**config.mk**
```make
export PLATFORM = sky130hd
export DESIGN_NAME = sbus_to_axi
export DESIGN_NICKNAME = d
export VERILOG_FILES = /design/src/rtl/sbus_to_axi.sv
export SDC_FILE = /design/constraint.sdc
export NUM_CORES = 1
export LEC_CHECK = 0
export CAP_MARGIN = 20
export CORE_ASPECT_RATIO = 0.75
export CORE_MARGIN = 2
export CORE_UTILIZATION = 40
export DETAILED_ROUTE_END_ITERATION = 16
export GPL_ROUTABILITY_DRIVEN = 0
export HOLD_SLACK_MARGIN = 0.03
export PLACE_DENSITY_LB_ADDON = 0.12
export SYNTH_ARGS = -nofsm -noshare
export SYNTH_HDL_FRONTEND = slang
export SYNTH_SLANG_ARGS = --single-unit
```
**constraint.sdc**
```tcl
create_clock -name clk -period 4.7 [get_ports clk]
set_clock_uncertainty 0.05 [all_clocks]
set_input_delay 0.47 -clock clk [delete_from_list [all_inputs] [get_ports clk]]
set_output_delay 0.47 -clock clk [all_outputs]
set_load 0.1 [all_outputs]
```
**src/rtl/sbus_to_axi.sv**
```systemverilog
// Serialising sbus-slave to AXI3-master bridge issuing single-beat 32-bit transactions.
// Define SBUS_AXI_WBUF_EN to post writes through a one-entry write buffer.
module sbus_to_axi #(
  parameter logic [3:0] AXI_ID = 4'd0
) (
  input  logic        clk,
  input  logic        rst,
  input  logic        sbus_en,
  input  logic [3:0]  sbus_we,
  input  logic [31:0] sbus_addr,
  input  logic [31:0] sbus_wdata,
  output logic [31:0] sbus_rdata,
  output logic        sbus_stall,
  output logic [3:0]  arid,
  output logic [31:0] araddr,
  output logic [3:0]  arlen,
  output logic [2:0]  arsize,
  output logic [1:0]  arburst,
  output logic        arvalid,
  input  logic        arready,
  input  logic [31:0] rdata,
  input  logic        rvalid,
  output logic        rready,
  output logic [3:0]  awid,
  output logic [31:0] awaddr,
  output logic [3:0]  awlen,
  output logic [2:0]  awsize,
  output logic [1:0]  awburst,
  output logic        awvalid,
  input  logic        awready,
  output logic [3:0]  wid,
  output logic [31:0] wdata,
  output logic [3:0]  wstrb,
  output logic        wlast,
  output logic        wvalid,
  input  logic        wready,
  input  logic        bvalid,
  output logic        bready
);

`ifdef SBUS_AXI_WBUF_EN
  localparam bit WbufEn = 1'b1;
`else
  localparam bit WbufEn = 1'b0;
`endif

  typedef enum logic [2:0] {StIdle, StRaddr, StRdata, StWaddr, StWresp, StDone} state_t;

  state_t state_q;
  logic   abandoned_q;
  logic   posted_q;
  logic   aw_fin;
  logic   w_fin;
  logic   done_ok;
  logic   post_ok;
  logic   unused_addr_lsb;

  assign unused_addr_lsb = ^sbus_addr[1:0];

  assign arid    = AXI_ID;
  assign awid    = AXI_ID;
  assign wid     = AXI_ID;
  assign arlen   = 4'd0;
  assign awlen   = 4'd0;
  assign arsize  = 3'b010;
  assign awsize  = 3'b010;
  assign arburst = 2'b01;
  assign awburst = 2'b01;
  assign wlast   = 1'b1;

  // A channel is finished once its valid has dropped or is handshaking now.
  assign aw_fin = !awvalid || awready;
  assign w_fin  = !wvalid || wready;

  always_comb begin
    done_ok    = (state_q == StDone) && !abandoned_q;
    post_ok    = WbufEn && (state_q == StIdle) && (sbus_we != 4'b0000);
    sbus_stall = sbus_en && !(done_ok || post_ok);
  end

  always_ff @(posedge clk or posedge rst) begin
    if (rst) begin
      state_q     <= StIdle;
      abandoned_q <= 1'b0;
      posted_q    <= 1'b0;
      sbus_rdata  <= 32'd0;
      araddr      <= 32'd0;
      awaddr      <= 32'd0;
      wdata       <= 32'd0;
      wstrb       <= 4'd0;
      arvalid     <= 1'b0;
      rready      <= 1'b0;
      awvalid     <= 1'b0;
      wvalid      <= 1'b0;
      bready      <= 1'b0;
    end else begin
      unique case (state_q)
        StIdle: begin
          abandoned_q <= 1'b0;
          if (sbus_en) begin
            araddr <= {sbus_addr[31:2], 2'b00};
            awaddr <= {sbus_addr[31:2], 2'b00};
            wdata  <= sbus_wdata;
            wstrb  <= sbus_we;
            if (sbus_we == 4'b0000) begin
              arvalid <= 1'b1;
              state_q <= StRaddr;
            end else begin
              awvalid  <= 1'b1;
              wvalid   <= 1'b1;
              posted_q <= WbufEn;
              state_q  <= StWaddr;
            end
          end
        end
        StRaddr: begin
          if (arready) begin
            arvalid <= 1'b0;
            rready  <= 1'b1;
            state_q <= StRdata;
          end
        end
        StRdata: begin
          if (rvalid) begin
            sbus_rdata <= rdata;
            rready     <= 1'b0;
            state_q    <= StDone;
          end
        end
        StWaddr: begin
          if (awready) awvalid <= 1'b0;
          if (wready) wvalid <= 1'b0;
          if (aw_fin && w_fin) begin
            bready  <= 1'b1;
            state_q <= StWresp;
          end
        end
        StWresp: begin
          if (bvalid) begin
            bready <= 1'b0;
            // A posted write was already acknowledged to the master; just free the buffer.
            if (posted_q) begin
              posted_q <= 1'b0;
              state_q  <= StIdle;
            end else begin
              state_q <= StDone;
            end
          end
        end
        StDone: begin
          abandoned_q <= 1'b0;
          state_q     <= StIdle;
        end
        default: state_q <= StIdle;
      endcase

      if ((state_q != StIdle) && (state_q != StDone) && !posted_q && !sbus_en) begin
        abandoned_q <= 1'b1;
      end
    end
  end

endmodule
```
==> results.py <==
metrics = {
    "outcome": {
        "outcome": "completed",
    },
    "clock_tree": {
        "tritoncts_num_sinks": 107,
        "insertion_delay_ps": 340,
        "tritoncts": "built",
        "cts_root_buf": "sky130_fd_sc_hd__clkbuf_16",
        "post-cts-setup-buffers": 0,
        "cts_hold_buffers": 0,
        "postCtsResizedCells": 0,
        "cts-htree-levels": 3,
        "cts.clk_slew.worst_paths_ps": 70,
        "number_of_clock_buffers_inserted_by_tritoncts": 9,
        "cts_buffer_depth": 2,
    },
    "worst_setup_path": {
        "timing_worst_setup_path_type": "input pin to output port",
        "worstReg2RegEnd": "awaddr[26]",
        "crit_path_top_delay_cell": "sky130_fd_sc_hd__clkdlybuf4s50_1",
        "rr_worst_depth": 4,
        "critPathMaxFanout": 4,
        "crit_required_ps": 4180,
        "cp.arrival_ps": 2470,
        "critical_path.reg2reg.startpoint": "state_q[0]",
        "cp-start-kind": "input pin",
        "critical_path.cell_chain": "clkdlybuf4s50_1 -> inv_1 -> a31oi_1 -> clkdlybuf4s50_1",
        "crit_start": "sbus_en",
        "critPathCaptureType": "output port",
        "setup.reg_to_reg.worst_slack_ps": 2220,
        "delay_contributed_by_the_slowest_stage_of_the_critical_path_ps": 1170,
        "critical_path.most_common_cell": "sky130_fd_sc_hd__clkdlybuf4s50_1",
    },
    "synth": {
        "ys_seq_area_share_pct": 57.2,
        "synth.lib_cells_used.distinct": 29,
        "synth_area_mm2": 0.00468,
        "synth_simple_gate_area_share_pct": 3.23,
        "synth_top_family_by_area": "multiplexers",
        "synthXorXnorAreaFrac_pct": 0.187,
        "number_of_register_bits_inferred_by_synthesis": 107,
        "number_of_cells_produced_by_synthesis": 334,
        "post-synth-top-area-fraction_pct": 57.2,
        "synthTopCellsByArea": "sky130_fd_sc_hd__dfrtp_1, sky130_fd_sc_hd__mux2_2, sky130_fd_sc_hd__buf_4",
        "yosys.area.top_type": "sky130_fd_sc_hd__dfrtp_1",
        "synth_area_per_cell_um2": 14.0,
        "synth_compound_gate_area_share_pct": 2.19,
        "synth_fa_ha_area_share_pct": 0,
        "post_synth_mux_area_share_pct": 23.6,
        "number_of_warning_messages_in_the_yosys_log": 0,
    },
    "route": {
        "drc_errors": 0,
        "drt_iter0_drc": 110,
        "routed-via-count": 3127,
        "detail-route-antenna-nets": 0,
        "detailedRoute.firstPassIterationCount": 4,
        "routed_wl_um": 10400,
        "detail_route.vias_per_cell": 4.53,
        "post_drt_wl_per_cell_um": 15.1,
    },
    "floorplanning": {
        "std_cell_rows": 34,
        "starting_density_of_the_core_pct": 40.8,
        "design.core.area_mm2": 0.0115,
        "floorplan.die.height_um": 97.7,
        "floorplan.die_area_mm2": 0.0126,
        "boundaryPins": 277,
        "floorplan.die.width_um": 129,
    },
    "sta": {
        "setup_tns_ps": 0,
        "worst_slew_pin_slew_ps": 1010,
        "rsz0062_at_grt": "no",
        "final_report_hold_violation_count": 0,
        "min_period_over_period_pct": 63.5,
        "max_freq_ghz": 0.335,
        "slew_violations": 0,
        "min_period_ps": 2990,
        "timing.slew.headroom_pct": 32.5,
        "setup-violations-final": 0,
    },
    "grt": {
        "gr-usage-all-layers_pct": 17.0,
        "globalRouteMet1Util_pct": 20.3,
        "grt_use_met3_pct": 6.28,
        "overflow": 0,
        "grt.met2_usage_pct": 29.3,
        "largest_net_degree_at_the_start_of_global_routing": 83,
        "first_pass_grt_wire_length_um": 16600,
        "grt_pass1_vias": 3162,
        "grt_antenna_before_repair": 0,
        "globalRoute.busiestLayer": "met2",
    },
    "run": {
        "drv_cap": 0,
    },
    "final_layout": {
        "areaGrowthSynthToFinish_pct": 52.6,
        "fill_cells": 907,
        "fin_util_pct": 62.2,
        "antenna_cells_inserted": 0,
        "regArea_mm2": 0.00268,
        "layout-drive-gt1-share_pct": 14.8,
        "multiInputGateArea_mm2": 0.00150,
        "number_of_nets_in_the_layout": 649,
    },
    "place": {
        "dpl.hpwl_um": 7720,
        "buffer_ports.inserted": 239,
    },
    "worst_hold_path": {
        "holdCritPathClass": "input pin to async pin",
    },
}
## state kept, by name (all words and copies together) (netlist names), 3 cells and up
register,cells
wstrb,4
wdata,32
awaddr,30
state_q,3
sbus_rdata,32
## cells in the mapped netlist
master / number
sky130_fd_sc_hd__mux2_1: 41
sky130_fd_sc_hd__conb_1: 2
sky130_fd_sc_hd__a21oi_1: 3
sky130_fd_sc_hd__dfrtp_1: 107
sky130_fd_sc_hd__nor2b_1: 2
sky130_fd_sc_hd__nor2_4: 1
sky130_fd_sc_hd__nor2_1: 4
sky130_fd_sc_hd__nand2b_4: 1
sky130_fd_sc_hd__clkbuf_1: 1
sky130_fd_sc_hd__nor2b_2: 1
sky130_fd_sc_hd__and2_1: 1
sky130_fd_sc_hd__nand2_1: 7
sky130_fd_sc_hd__nand2b_1: 3
sky130_fd_sc_hd__nor4_1: 2
sky130_fd_sc_hd__buf_4: 65
sky130_fd_sc_hd__nor3_4: 1
sky130_fd_sc_hd__nand3_1: 2
sky130_fd_sc_hd__a2bb2oi_1: 2
sky130_fd_sc_hd__o21bai_1: 1
sky130_fd_sc_hd__xor2_1: 1
sky130_fd_sc_hd__a22o_1: 1
sky130_fd_sc_hd__buf_6: 8
sky130_fd_sc_hd__a31oi_1: 5
sky130_fd_sc_hd__mux2_2: 57
sky130_fd_sc_hd__o21ai_0: 2
sky130_fd_sc_hd__clkbuf_2: 1
sky130_fd_sc_hd__o22ai_1: 2
sky130_fd_sc_hd__buf_2: 4
sky130_fd_sc_hd__inv_1: 6
## worst max-delay path, delay by kind of cell
family,cells,cell delay [ps]
buffers and inverters,3,1840
AO/OA/AOI/OAI,1,150
## kinds of logic (layout without fill, tap and decap cells)
family / count (synthesis) / after routing
muxes: 98 / 98
buffers and inverters: 85 / 264
and+or+nand+nor: 25 / 25
DFF: 107 / 107
AOI/OAI and AO/OA: 16 / 16
xor gates and xnor gates: 1 / 1
other: 2 / 35
## metrics by stage
| step | setup slack (ps) | hold WS, ps | instances | cell area (um2) |
|---|---|---|---|---|
| after global placement | 1710 | 420 | 673 | 6790 |
| final | 1710 | 398 | 690 | 7140 |
| after CTS | 1710 | 440 | 689 | 7110 |
| after detailed placement | 1710 | 425 | 673 | 6790 |
| after global routing | 1630 | 411 | 690 | 7140 |
| after floorplan | 1360 | 445 | 367 | 4800 |
## placed cells by master (no fill, tap or decap), types with 2 or more instances in the layout
cell type and n:
sky130_fd_sc_hd__nand3_1 2, sky130_fd_sc_hd__buf_4 2, sky130_fd_sc_hd__dfrtp_1 107, sky130_fd_sc_hd__a31oi_1 5
sky130_fd_sc_hd__inv_1 5, sky130_fd_sc_hd__conb_1 35, sky130_fd_sc_hd__clkinv_2 2, sky130_fd_sc_hd__a21oi_1 3
sky130_fd_sc_hd__mux2_2 57, sky130_fd_sc_hd__mux2_1 41, sky130_fd_sc_hd__clkbuf_16 9, sky130_fd_sc_hd__nor2b_1 2
sky130_fd_sc_hd__nor2_1 4, sky130_fd_sc_hd__a2bb2oi_1 2, sky130_fd_sc_hd__o21ai_0 2, sky130_fd_sc_hd__bufinv_16 2
sky130_fd_sc_hd__o22ai_1 2, sky130_fd_sc_hd__nand2b_1 3, sky130_fd_sc_hd__clkdlybuf4s50_1 239, sky130_fd_sc_hd__nand2_1 7
sky130_fd_sc_hd__nor4_1 2
## cell type report
| cell class | instances | share of cell area, % |
|---|---|---|
| timing repair buffer | 242 | 34.1 |
| multi-input combinational | 175 | 21.0 |
| sequential | 107 | 37.5 |
| inverter | 6 | 0.350 |
| clock buffer | 10 | 3.35 |
| tap | 144 | 2.52 |
| clock inverter | 6 | 1.23 |
## worst max-delay path by stage
stage | depth (start not counted) | slack (ps) | to
detailed placement | 4 | 1710 | sbus_stall
global placement | 4 | 1710 | sbus_stall
CTS | 4 | 1710 | sbus_stall
finish | 4 | 1710 | sbus_stall
floorplan | 1 | 1360 | abandoned_q
global route | 4 | 1630 | sbus_stall
## routing by layer
metal / vias to the layer above / share of wire (%)
li1: 1445 / -
met5: - / 0
met4: 0 / 0.55
met1: 1542 / 40
met2: 133 / 52
met3: 7 / 7.9
Power is left out: the tool's default activity adds up to more than one toggle a clock period on the data nets, which glitch-free logic cannot reach.
